**config.mk**
```make
export PLATFORM = sky130hd
export DESIGN_NAME = pipe_stall_ctrl
export DESIGN_NICKNAME = d
export VERILOG_FILES = /design/src/rtl/pipe_stall_ctrl.sv
export SDC_FILE = /design/constraint.sdc
export NUM_CORES = 1
export LEC_CHECK = 0
export CELL_PAD_IN_SITES_DETAIL_PLACEMENT = 0
export CELL_PAD_IN_SITES_GLOBAL_PLACEMENT = 1
export CORE_AREA = 5 5 76 92
export CTS_CLUSTER_DIAMETER = 120
export DETAILED_ROUTE_END_ITERATION = 7
export DIE_AREA = 0 0 81 97
export PLACE_DENSITY = 0.89
export SLEW_MARGIN = 20
export SYNTH_ARGS = -nofsm -noshare
export SYNTH_HDL_FRONTEND = slang
export SYNTH_SLANG_ARGS = --single-unit
export TNS_END_PERCENT = 20
```
**constraint.sdc**
```tcl
create_clock -name clk -period 5.3 [get_ports clk]
set_input_delay 1.06 -clock clk [delete_from_list [all_inputs] [get_ports clk]]
set_output_delay 1.06 -clock clk [all_outputs]
set_load 0.02 [all_outputs]
```
**src/rtl/pipe_stall_ctrl.sv**
```systemverilog
// Pipeline stall/flush controller: merges stage stall requests into a per-register hold vector,
// qualifies EX redirects into flushes, drops wrong-path fetches, counts stalls and watches for memory hangs.
module pipe_stall_ctrl #(
    parameter int PIPE_N  = 6,
    parameter int TIMEOUT = 1024,
    parameter int CNT_W   = 32
) (
    input  logic              clk,
    input  logic              rst,
    input  logic              if_stall_req,
    input  logic              id_stall_req,
    input  logic              mem_stall_req,
    input  logic              jump_i,
    output logic [PIPE_N-1:0] stall_o,
    output logic              flush_o,
    output logic              if_discard_o,
    output logic              mem_timeout_o,
    output logic [CNT_W-1:0]  stall_cycles_o
);

    localparam int WD_W = $clog2(TIMEOUT + 1);
    localparam logic [WD_W-1:0] WD_LIMIT = WD_W'(TIMEOUT);

    typedef enum logic [1:0] {
        RUN      = 2'd0,
        IF_WAIT  = 2'd1,
        MEM_WAIT = 2'd2
    } state_t;

    state_t            state_reg, state_next;
    logic              wd_first;
    logic [WD_W-1:0]   wd_cnt_reg, wd_cnt_next;
    logic              timeout_reg, timeout_next;
    logic              discard_pending_reg, discard_pending_next;
    logic [CNT_W-1:0]  stall_cnt_reg, stall_cnt_next;

    // Deepest requester wins; each mask holds every register upstream of it as well.
    generate
        for (genvar gi = 0; gi < PIPE_N; gi++) begin : g_stall
            if (gi <= 1) begin : g_front
                assign stall_o[gi] = ~rst & (mem_stall_req | id_stall_req | if_stall_req);
            end else if (gi == 2) begin : g_idex
                assign stall_o[gi] = ~rst & (mem_stall_req | id_stall_req);
            end else if (gi <= 4) begin : g_back
                assign stall_o[gi] = ~rst & mem_stall_req;
            end else begin : g_rsvd
                assign stall_o[gi] = 1'b0;
            end
        end
    endgenerate

    // A redirect while EX is held is dropped; EX re-presents it once released.
    assign flush_o        = ~rst & jump_i & ~stall_o[3];
    assign if_discard_o   = discard_pending_reg & ~if_stall_req;
    assign mem_timeout_o  = timeout_reg;
    assign stall_cycles_o = stall_cnt_reg;

    always_ff @(posedge clk or posedge rst) begin
        if (rst) begin
            state_reg <= RUN;
        end else begin
            state_reg <= state_next;
        end
    end

    always_comb begin
        state_next = RUN;
        if (mem_stall_req) begin
            state_next = MEM_WAIT;
        end else if (if_stall_req) begin
            state_next = IF_WAIT;
        end
    end

    always_comb begin
        wd_first = (state_reg != MEM_WAIT);
    end

    // The first cycle of a memory wait counts as one; the count saturates at the limit.
    always_comb begin
        wd_cnt_next = '0;
        if (mem_stall_req) begin
            if (wd_first) begin
                wd_cnt_next = WD_W'(1);
            end else if (wd_cnt_reg == WD_LIMIT) begin
                wd_cnt_next = wd_cnt_reg;
            end else begin
                wd_cnt_next = wd_cnt_reg + WD_W'(1);
            end
        end
        timeout_next = timeout_reg | (wd_cnt_next == WD_LIMIT);
    end

    always_comb begin
        discard_pending_next = discard_pending_reg;
        if (if_discard_o) begin
            discard_pending_next = 1'b0;
        end else if (flush_o && if_stall_req) begin
            discard_pending_next = 1'b1;
        end
        stall_cnt_next = stall_o[0] ? stall_cnt_reg + CNT_W'(1) : stall_cnt_reg;
    end

    always_ff @(posedge clk or posedge rst) begin
        if (rst) begin
            wd_cnt_reg          <= '0;
            timeout_reg         <= 1'b0;
            discard_pending_reg <= 1'b0;
            stall_cnt_reg       <= '0;
        end else begin
            wd_cnt_reg          <= wd_cnt_next;
            timeout_reg         <= timeout_next;
            discard_pending_reg <= discard_pending_next;
            stall_cnt_reg       <= stall_cnt_next;
        end
    end

endmodule

```
==> qor.yml, run 1 <==
sta:
  finalCritPeriodShare_pct: 73.9
  rsz0062_at_grt: "no"
  worstMarginPinSlew_ns: 0.702
  maxSlewHeadroom_pct: 52.8
  setup_tns_ns: 0
  final_hold_viol_count: 0
  finClkSkew_ns: 0.00455
  finalSetupViolCount: 0
  fin_crit_ns: 3.92
  drv_slew: 0
  setup_slack_ns: 1.38
  fmax_mhz: 255
detailed_routing:
  routedWlPerCell_um: 12.9
  viasPerCell: 4.92
  drt_pass1_iterations: 4
  drc: 0
  ant_nets: 0
  dr_total_vias: 1736
  drt-total-wl_um: 4570
  drt_first_iter_violations: 59
floorplan:
  start_util_pct: 38.8
  die-area_um2: 7860
  coreArea_um2: 5970
  num_rows: 31
  ios: 47
  die_y_um: 97
  die_w_um: 81
synthesis:
  synth_cells: 224
  synth_flop_cell: "dfrtp_1"
  synth-async-reset-ratio_pct: 100
  yosys_warnings: 0
  synth_nets: 233
  avgSynthCellArea_um2: 10.3
  ys_seq_area_share_pct: 50.8
  synth_seq_cells: 47
  synthDistinctLibCells: 42
  syn_area_um2: 2320
  synth-edff-count: 0
grt:
  antenna_found_initial: 0
  grt_max_degree: 48
  grt_pass1_vias: 1741
  gr-total-overflow: 0
  grt_use_total_pct: 13.0
  grt_pass1_wl_um: 8170
place:
  io_buffers: 45
  place_ws_ns: 1.37
  gp_congestion: 0.795
  dp_hpwl_um: 3340
critical_path:
  arrival_ns: 2.86
  endpoint_kind: "primary output"
  cp.required_ns: 4.24
  path_max_fanout: 9
  cp-start-kind: "input pin"
  path_class: "in2out"
cts:
  clock_path_buffers: 2
  htreeDepth: 2
  cts-root-buf: "clkbuf_8"
  clk_latency_ns: 0.29
  hold_buffers: 0
  cts_tree: "yes"
  post-cts-setup-buffers: 0
  cts_resized: 0
  cts.sinks: 47
  cts_buffers: 5
  clk_pin_slew_ns: 0.08
cells_and_area:
  diodes: 0
  largest_reg_flops: 32
  nets: 280
  syn_to_final_growth_pct: 26.8
  drive_gt1_share_pct: 5.17
power_and_ir_drop:
  p_leak_nw: 1.25
  p_per_area_nw_per_um2: 280
  ir_worst_vdd_uv: 239
status:
  status: "complete, no violations"
flow_run:
  cap_violations: 0
min_path:
  holdCritPathClass: "reg2reg"
==> layout by cell type (no fill, tap or decap), drive strengths merged, types with 2 or more instances in the layout <==
cell           count
o21ai              5
nor2              24
a31oi              2
clkdlybuf4s50     45
ha                 3
and3               3
dfrtp             47
nand4             12
xor2              18
nand2             19
and4               4
clkbuf             6
a21oi              3
nor2b              3
nor3               4
and2               4
and3b              2
nor4b              2
xnor2             23
or4                3
or3                4
inv                8
nand3             12
==> stage by stage <==
stage | cell area [um2] | hold WS, ns | power, mW | instances | utilization (%)
2_1_floorplan | 2320 | 0.456 | 0.505 | 224 | -
3_3_place_gp | 2830 | 0.455 | 0.577 | 346 | 47.4
3_5_place_dp | 2830 | 0.460 | 0.579 | 346 | 47.4
4_1_cts | 2940 | 0.480 | 0.836 | 353 | 49.2
5_1_grt | 2940 | 0.496 | 0.871 | 353 | 49.2
6_report | 2940 | 0.469 | 0.822 | 353 | 49.2
==> worst max-delay path, stage by stage <==
cell             delay (ns)
clkdlybuf4s50_1        0.54
or3_1                  0.44
and2_1                 0.25
clkdlybuf4s50_1        0.57
==> synth_stat cells (2+ instances only) <==
cell type	instances	area [um2]
dfrtp_1	47	1180
nor2b_1	3	18.8
o21ai_0	5	25.0
or4_1	3	22.5
and4_1	3	26.3
nor2_1	22	82.6
nand2_1	19	71.3
nor2_2	2	12.5
a31oi_1	2	12.5
and2_1	4	25.0
nand4_1	12	75.1
and3b_1	2	17.5
and3_1	2	12.5
a21oi_1	3	15.0
nand3_1	12	60.1
buf_4	3	22.5
ha_1	3	37.5
xor2_1	18	158
nor4b_1	2	17.5
inv_1	8	30.0
nor3_1	3	15.0
or3_1	4	25.0
xnor2_1	23	201
==> worst paths after layout <==
path / from / end / slack [ns] / cells past startpoint
setup / recovery: mem_stall_req / stall_o[1] / 1.38 / 4
hold / removal: mem_timeout_o$_DFF_PP0_ / mem_timeout_o$_DFF_PP0_ / 0.47 / 2
setup reg to reg: wd_cnt_reg[0]$_DFF_PP0_ / mem_timeout_o$_DFF_PP0_ / 2.99 / 7
hold reg to reg: mem_timeout_o$_DFF_PP0_ / mem_timeout_o$_DFF_PP0_ / 0.47 / 2
max in group asynchronous: rst / stall_cycles_o[18]$_DFFE_PP0P_ / 3.55 / 3
min in group asynchronous: rst / wd_cnt_reg[0]$_DFF_PP0_ / 1.36 / 3
==> area by class of cell <==
type / instances / area (um2)
Inverter: 8 / 30.0
Tap cell: 82 / 103
Multi-Input combinational cell: 163 / 1070
Fill cell: 595 / 3040
Sequential cell: 47 / 1180
Clock buffer: 6 / 72.6
Timing Repair Buffer: 46 / 458
Clock inverter: 1 / 30.0
==> per-layer routing <==
metal | global-route usage (%) | up-vias | share of wire [%]
met1 | 17.5 | 843 | 46
li1 | - | 854 | -
met4 | 5.20 | 0 | 1.8
met3 | 2.88 | 6 | 3.3
met2 | 19.9 | 33 | 49
met5 | 0 | - | 0
==> cell families (layout without fill, tap and decap cells) <==
kind of cell,Yosys count,count (layout),synth area share (%)
AO/OA/AOI/OAI,16,16,4.38
XOR/XNOR,41,41,15.5
adder cells (fa/ha/maj),3,3,1.62
buffers and inverters,14,61,3.13
flip-flops,47,47,50.8
multiplexers,2,2,0.918
other,1,1,0.162
AND/OR/NAND/NOR,100,100,23.5
==> power breakdown <==
part | switching [mW] | total (mW) | internal (mW) | leakage, nW
clock network | 0.113 | 0.251 | 0.138 | 0.0513
registers | 0.0356 | 0.419 | 0.384 | 0.634
logic | 0.0760 | 0.151 | 0.0753 | 0.562
Power figures use the tool's default switching activity.
==> run 2: changes to the inputs <==
--- a/config.mk
+++ b/config.mk
@@ -7,11 +7,11 @@
 export LEC_CHECK = 0
 export CELL_PAD_IN_SITES_DETAIL_PLACEMENT = 0
 export CELL_PAD_IN_SITES_GLOBAL_PLACEMENT = 1
-export CORE_AREA = 5 5 76 92
+export CORE_AREA = 5 5 77 93
 export CTS_CLUSTER_DIAMETER = 120
 export DETAILED_ROUTE_END_ITERATION = 7
-export DIE_AREA = 0 0 81 97
-export PLACE_DENSITY = 0.89
+export DIE_AREA = 0 0 82 98
+export PLACE_DENSITY = 0.88
 export SLEW_MARGIN = 20
 export SYNTH_ARGS = -nofsm -noshare
 export SYNTH_HDL_FRONTEND = slang
==> constraint.sdc (replaced) <==
create_clock -name clk -period 4.07 [get_ports clk]
set_input_delay 0.814 -clock clk [delete_from_list [all_inputs] [get_ports clk]]
set_output_delay 0.814 -clock clk [all_outputs]
set_load 0.02 [all_outputs]
==> qor.yml, run 2 (synthesis gave the netlist of run 1 again) <==
critical_path:
  endpoint_kind: "primary output"
  arrival_ns: 2.61
  path_max_fanout: 9
  rr_startpoint: "wd_cnt_reg[0]$_DFF_PP0_"
  cp.required_ns: 3.26
  path_class: "in2out"
  r2r_slack_ns: 1.75
  reg2reg_to: "mem_timeout_o$_DFF_PP0_"
  cp-start-kind: "input pin"
  ff2ff_path_depth: 7
sta:
  final_hold_viol_count: 0
  hold_ws_ns: 0.471
  fmax_mhz: 292
  rsz0062_at_grt: "no"
  fin_crit_ns: 3.42
  finalCritPeriodShare_pct: 84.0
  drv_slew: 0
  maxSlewHeadroom_pct: 53.5
  setup_tns_ns: 0
  worstMarginPinSlew_ns: 0.691
  finClkSkew_ns: 0.00897
  finalSetupViolCount: 0
min_path:
  min_to: "mem_timeout_o$_DFF_PP0_"
  worstHoldStart: "mem_timeout_o$_DFF_PP0_"
  hold_depth: 2
  holdCritPathClass: "reg2reg"
cts:
  htreeDepth: 2
  hold_buffers: 0
  cts_buffers: 5
  cts.sinks: 47
  cts_tree: "yes"
  cts-root-buf: "clkbuf_8"
  cts_resized: 0
  clock_path_buffers: 2
  post-cts-setup-buffers: 0
  clk_pin_slew_ns: 0.09
  clk_latency_ns: 0.30
detailed_routing:
  viasPerCell: 4.87
  drt_first_iter_violations: 86
  drt_pass1_iterations: 4
  drc: 0
  routedWlPerCell_um: 12.9
  dr_total_vias: 1738
  ant_nets: 0
  drt-total-wl_um: 4590
grt:
  grt_pass1_vias: 1723
  grt_use_total_pct: 12.7
  gr-total-overflow: 0
  grt_max_degree: 48
  grt_pass1_wl_um: 8110
  antenna_found_initial: 0
cells_and_area:
  largest_reg_flops: 32
  design_area_um2: 2950
  final_cell_mix: "47 x dfrtp_1, 45 x clkdlybuf4s50_1, 23 x xnor2_1"
  syn_to_final_growth_pct: 27.4
  layout_commonest_cell: "dfrtp_1"
  nets: 280
  drive_gt1_share_pct: 5.88
  diodes: 0
floorplan:
  coreArea_um2: 6250
  ios: 47
  start_util_pct: 37.1
  die_w_um: 82
  die_y_um: 98
  die-area_um2: 8040
  num_rows: 32
place:
  io_buffers: 45
  dp_hpwl_um: 3380
  placed_cell_area_um2: 2840
  gp_congestion: 0.841
flow_run:
  cap_violations: 0
power_and_ir_drop:
  ir_worst_vdd_uv: 324
  power_mw: 1.08
  p_leak_nw: 1.25
  p_per_area_nw_per_um2: 367
status:
  status: "complete, no violations"
run 2: cell count changes in the layout (fill, tap and decap cells not counted):
cell,change
clkinv_4,+1
clkinv_2,+1
clkbuf_1,-1
run 2: per-layer routing:
metal,vias up,global-route usage (%),part of all wire [%]
li1,856,-,-
met1,838,17.1,47
met2,38,19.8,47
met3,6,2.95,3.5
met4,0,4.99,1.9
met5,-,0,0
run 2: worst max-delay path by stage:
| stage | startpoint | to | slack [ns] | cells past startpoint |
|---|---|---|---|---|
| floorplan | rst | stall_o[1] | 0.65 | 4 |
| global placement | mem_stall_req | stall_o[0] | 0.65 | 4 |
| detailed placement | mem_stall_req | stall_o[0] | 0.63 | 4 |
| CTS | mem_stall_req | stall_o[0] | 0.63 | 4 |
| global route | mem_stall_req | stall_o[0] | 0.53 | 4 |
| finish | mem_stall_req | stall_o[0] | 0.65 | 4 |
run 2: power by group:
group          leakage [nW]  total (mW)  internal (mW)  switching [mW]
Sequential            0.634       0.544          0.500          0.0437
Clock                0.0581       0.342          0.183           0.159
Combinational         0.562       0.198         0.0983           0.100
Total                  1.25        1.08          0.781           0.302
run 2: stage by stage:
stage          utilization, %  cells  worst slack [ns]
2_1_floorplan               -    224             0.646
3_3_place_gp             45.4    349             0.648
3_5_place_dp             45.4    349             0.635
4_1_cts                  47.2    357             0.632
5_1_grt                  47.2    357             0.527
6_report                 47.2    357             0.651
run 2: area by class of cell:
class / instances / area, um2
sequential: 47 / 1180
tap: 85 / 106
timing repair buffer: 46 / 458
clock inverter: 3 / 43.8
fill: 619 / 3300
multi-input combinational: 163 / 1070
clock buffer: 5 / 68.8
inverter: 8 / 30.0
run 2: worst max-delay path, cell delays in order:
cell             delay, ns
clkdlybuf4s50_1       0.54
or3_1                 0.44
and2_1                0.24
clkdlybuf4s50_1       0.57
